$ cat config.mk
export PLATFORM = sky130hd
export DESIGN_NAME = mdu_iter
export DESIGN_NICKNAME = d
export VERILOG_FILES = /design/src/rtl/mdu_iter.sv
export SDC_FILE = /design/constraint.sdc
export NUM_CORES = 1
export LEC_CHECK = 0
export CORE_MARGIN = 3
export CORE_UTILIZATION = 63
export CTS_CLUSTER_SIZE = 30
export DETAILED_ROUTE_END_ITERATION = 10
export MAX_ROUTING_LAYER = met4
export PLACE_DENSITY = 0.87
export SETUP_SLACK_MARGIN = 0.15
export SKIP_LAST_GASP = 1
export SLEW_MARGIN = 20
export SYNTH_ARGS = -nofsm -noshare
export SYNTH_HDL_FRONTEND = slang
export SYNTH_SLANG_ARGS = --single-unit
$ cat constraint.sdc
create_clock -name clk -period 8 [get_ports clk]
set_input_delay 1.2 -clock clk [delete_from_list [all_inputs] [get_ports clk]]
set_output_delay 1.2 -clock clk [all_outputs]
set_load 0.03 [all_outputs]
$ cat src/rtl/mdu_iter.sv
// Iterative unsigned multiply/divide unit: shift-add MUL/MULHU, restoring DIVU/REMU.
// One operation in flight; result leaves as a single-cycle register-file write request.
module mdu_iter #(
  parameter int WIDTH = 32,
  parameter int AW    = 5
) (
  input  logic             clk,
  input  logic             rst_n,
  input  logic             start,
  input  logic [1:0]       op,
  input  logic [WIDTH-1:0] a,
  input  logic [WIDTH-1:0] b,
  input  logic [AW-1:0]    dst,
  output logic             busy,
  output logic             we,
  output logic [AW-1:0]    wa,
  output logic [WIDTH-1:0] wd
);

  localparam int CW = $clog2(WIDTH + 1);

  typedef enum logic [1:0] {
    IDLE = 2'd0,
    RUN  = 2'd1,
    DONE = 2'd2
  } state_t;

  state_t             state;
  logic [CW-1:0]      cnt;
  logic [1:0]         op_q;
  logic [WIDTH-1:0]   opnd_q;
  logic [AW-1:0]      dst_q;
  logic [2*WIDTH-1:0] acc;

  logic               accept;
  logic               last;
  logic [WIDTH:0]     mul_sum;
  logic [2*WIDTH-1:0] mul_next;
  logic [WIDTH:0]     rem_sh;
  logic [WIDTH+1:0]   diff;
  logic [2*WIDTH-1:0] div_next;
  logic [WIDTH-1:0]   result;

  // opnd_q holds the multiplicand for MUL/MULHU and the divisor for DIVU/REMU.
  // acc is {upper, lower}: product for multiply, {remainder, quotient} for divide.
  always_comb begin
    accept  = start && (state != RUN);
    last    = (cnt == CW'(WIDTH));

    mul_sum  = {1'b0, acc[2*WIDTH-1:WIDTH]} + {1'b0, opnd_q};
    mul_next = acc[0] ? {mul_sum, acc[WIDTH-1:1]} : {1'b0, acc[2*WIDTH-1:1]};

    rem_sh   = acc[2*WIDTH-1:WIDTH-1];
    diff     = {1'b0, rem_sh} - {2'b00, opnd_q};
    div_next = diff[WIDTH+1] ? {acc[2*WIDTH-2:0], 1'b0}
                             : {diff[WIDTH-1:0], acc[WIDTH-2:0], 1'b1};

    // Low half serves MUL and DIVU, high half serves MULHU and REMU.
    result   = op_q[0] ? acc[2*WIDTH-1:WIDTH] : acc[WIDTH-1:0];
  end

  // RUN spends cnt=0..WIDTH-1 iterating and one more cycle (cnt=WIDTH)
  // registering the write request, so busy covers WIDTH+1 cycles.
  always_ff @(posedge clk or negedge rst_n) begin
    if (!rst_n) begin
      state  <= IDLE;
      cnt    <= '0;
      op_q   <= '0;
      opnd_q <= '0;
      dst_q  <= '0;
      acc    <= '0;
      busy   <= 1'b0;
      we     <= 1'b0;
      wa     <= '0;
      wd     <= '0;
    end else begin
      we <= 1'b0;
      if (accept) begin
        op_q   <= op;
        opnd_q <= op[1] ? b : a;
        acc    <= op[1] ? {{WIDTH{1'b0}}, a} : {{WIDTH{1'b0}}, b};
        dst_q  <= dst;
        cnt    <= '0;
        busy   <= 1'b1;
        state  <= RUN;
      end else begin
        case (state)
          RUN: begin
            if (last) begin
              we    <= 1'b1;
              wa    <= dst_q;
              wd    <= result;
              busy  <= 1'b0;
              state <= DONE;
            end else begin
              acc <= op_q[1] ? div_next : mul_next;
              cnt <= cnt + CW'(1);
            end
          end
          DONE:    state <= IDLE;
          default: state <= IDLE;
        endcase
      end
    end
  end

endmodule
==> results.txt <==
Ys async rst share = 1.000
Sequential area share after synthesis = 0.3340
Row count = 48
Number of max-cap violations = 0
Via/cell ratio = 6.758
Min cycle time layout = 3.697 ns
Share of cells above drive strength 1 = 0.05617
Post-synth EDFFs = 0
Clk sink count = 150
Status = finished clean
Largest net degree at the start of global routing = 94
Slew Limit Fails = 0
Vias = 10664
Drt pass-1 iters = 5
Slew @ Worst Pin = 1.069 ns
Yosys reg bits = 150
Crit Path Max Fanout = 5
YS warnings = 0
Worst-path clk slew = 0.07 ns
Hold WC Path Type = flip-flop to flip-flop
Hpwl dp = 23.27 mm
Io pins = 113
Clock Root Buffer = clkbuf_16
# port buffers = 112
DRT iter0 DRCs = 1163
ANT nets after route = 0
Die height = 139.6 um
Synthesized instance count = 1278
Commonest non-fill, non-tap cell in the layout = dfrtp_1
Layout area overhead = 15.43%
Footprint of the multi-input gates = 6969 um2
Vias in the first global route = 9997
Final Hold Fails = 0
Crit path DAT = 4.07 ns
# diodes = 0
Worst path top cell family by delay = compound AO/OA/AOI/OAI gates
DR DRC count = 0
Post-CTS Setup Bufs = 0
Crit path capture type = flip-flop
Setup CP Type = flip-flop to flip-flop
Net Count, Synth = 1420
Total congestion overflow = 0
Post-cts resize count = 0
Setup TNS = 0 ns
CP peak stage delay = 0.71 ns
Synthesized area per cell = 8.794 um2
Starting Density = 0.6475
Highest clock rate = 0.2705 GHz
Antenna violations before repair = 0
Clock tree buffer depth = 2
Distinct cells, synth = 70
Total Routing Usage GR = 0.3504
Commonest non-fill, non-tap cells in the layout = dfrtp_1, mux2i_1, nand2_1
Avg WL per Cell = 21.12 um
CTS Hold Bufs = 0
Highest-delay cell along the critical path = a2111oi_0
Critical Path Most Common Cell = a211oi_1
Crit path buf inv count = 0
Cell-by-cell trace of the critical path = ha_1, a211oi_1, o21ai_0, nand4_1, a211oi_1, nor3_1, o21ai_1, and3_1, a2111oi_0, a32o_1
Global-route wire length before repair = 53.59 mm
CTS tree = done
Main synth FF type = dfrtp_1
H-Tree Depth = 4
GP Congestion = 0.9961
Critical path launch point type = flip-flop
Fill count = 1195
Seq. cell area = 3759 um2
Reg-to-reg slack, setup = 4.30 ns
Core area = 17360 um2
Headroom to the max-slew limit = 0.2872
Die width = 139.6 um
CTS Buf Count = 17
Period Utilization, post-route = 0.4621
Final setup viols = 0
Worst Path Required = 8.38 ns
Total Die Area = 19480 um2
Synthesized cell area = 11240 um2
Worst skew pair latency = 0.44 ns
NumNets Final = 1482
Drt total wl = 33.33 mm
RSZ-0062 raised after global routing = no
Clk_skew = 0.007288 ns
## layer usage
layer	vias to the layer above	share of wire	wire, um	GRT usage
met5	-	0	0	-
met4	0	0.024	785	0.1035
met3	78	0.11	3579	0.07285
met1	5125	0.43	14410	0.5134
li1	4844	-	-	-
met2	617	0.44	14560	0.4931
## stage by stage
step,cells,hold WS (ns),instance area [um2],worst slack (ns),utilization
after detailed placement,1546,0.4650,12400,4.541,0.7142
final,1578,0.4790,12970,4.303,0.7474
after global routing,1578,0.5089,12970,4.203,0.7474
after floorplan,1278,0.4401,11240,5.170,-
after CTS,1578,0.4793,12970,4.514,0.7474
after global placement,1546,0.4533,12400,4.656,0.7142
## layout make-up
type | count | share of cell area
multi-input combinational | 997 | 0.5372
inverter | 53 | 0.01534
clock inverter | 14 | 0.01138
clock buffer | 18 | 0.03308
sequential | 150 | 0.2897
tap | 225 | 0.02170
timing repair buffer | 121 | 0.09153
## tightest hold or removal path, delay by kind of cell, from the launching register on
kind	cells	cell delay [ns]
flip-flops	1	0.34
AND/OR/NAND/NOR	2	0.11
## worst paths after layout
| path | from | end | cells past startpoint |
|---|---|---|---|
| worst max-delay path | acc[33]$_DFFE_PN0P_ | acc[58]$_DFFE_PN0P_ | 10 |
| worst min-delay path | dst_q[2]$_DFFE_PN0P_ | dst_q[2]$_DFFE_PN0P_ | 2 |
| worst max register to register | acc[33]$_DFFE_PN0P_ | acc[58]$_DFFE_PN0P_ | 10 |
| worst min register to register | dst_q[2]$_DFFE_PN0P_ | dst_q[2]$_DFFE_PN0P_ | 2 |
| max in group asynchronous | rst_n | cnt[1]$_DFFE_PN0P_ | 2 |
| min in group asynchronous | rst_n | acc[60]$_DFFE_PN0P_ | 1 |
## registers in the layout (all words and copies together), names as in the netlist
signal and cells:
op_q 2, busy 1, acc 64, wd 32
opnd_q 32, we 1, cnt 6, dst_q 5
state 2, wa 5
## cells by family (layout without fill, tap and decap cells)
kind of cell	Yosys count	after routing	synth area share
flops	150	150	0.3340
compound gates	379	379	0.2266
mux	153	153	0.1375
fa+ha+maj	68	68	0.07704
xor+xnor	51	51	0.03975
buf+inv	131	206	0.04665
simple gates	346	346	0.1385
## synth_stat cells, types with 3 or more instances
cell         n  area share
a211oi_1    25       0.017
a21o_1      32       0.021
a21oi_1    100       0.045
a221o_1      4      0.0036
a22o_1       4      0.0031
a311o_1      3      0.0027
a311oi_1     7      0.0055
a31o_2       6      0.0047
a31oi_1     19       0.011
and2_1       7      0.0039
and3_1       7      0.0039
and4_1       3      0.0023
buf_1       17      0.0057
buf_2        5      0.0022
clkbuf_1    53       0.018
dfrtp_1    150        0.33
ha_1        66       0.073
inv_1       52       0.017
mux2_2      11       0.011
mux2i_1    142        0.13
nand2_1    128       0.043
nand2b_1     6      0.0033
nand3_1     53       0.024
nand4_1     11      0.0061
nor2_1      89       0.030
nor2b_1     15      0.0084
nor3_1      13      0.0058
nor4_1       3      0.0017
o2111ai_1    4      0.0031
o211ai_1     5      0.0033
o21a_1      10      0.0067
o21ai_0     81       0.036
o21bai_1     6      0.0040
o221ai_1    35       0.027
o31ai_1      5      0.0033
o32ai_1      5      0.0039
or3_1        5      0.0028
xnor2_1     28       0.022
xor2_1      23       0.018
Power is left out: the tool's default activity adds up to more than one toggle a clock period on the data nets, which glitch-free logic cannot reach.
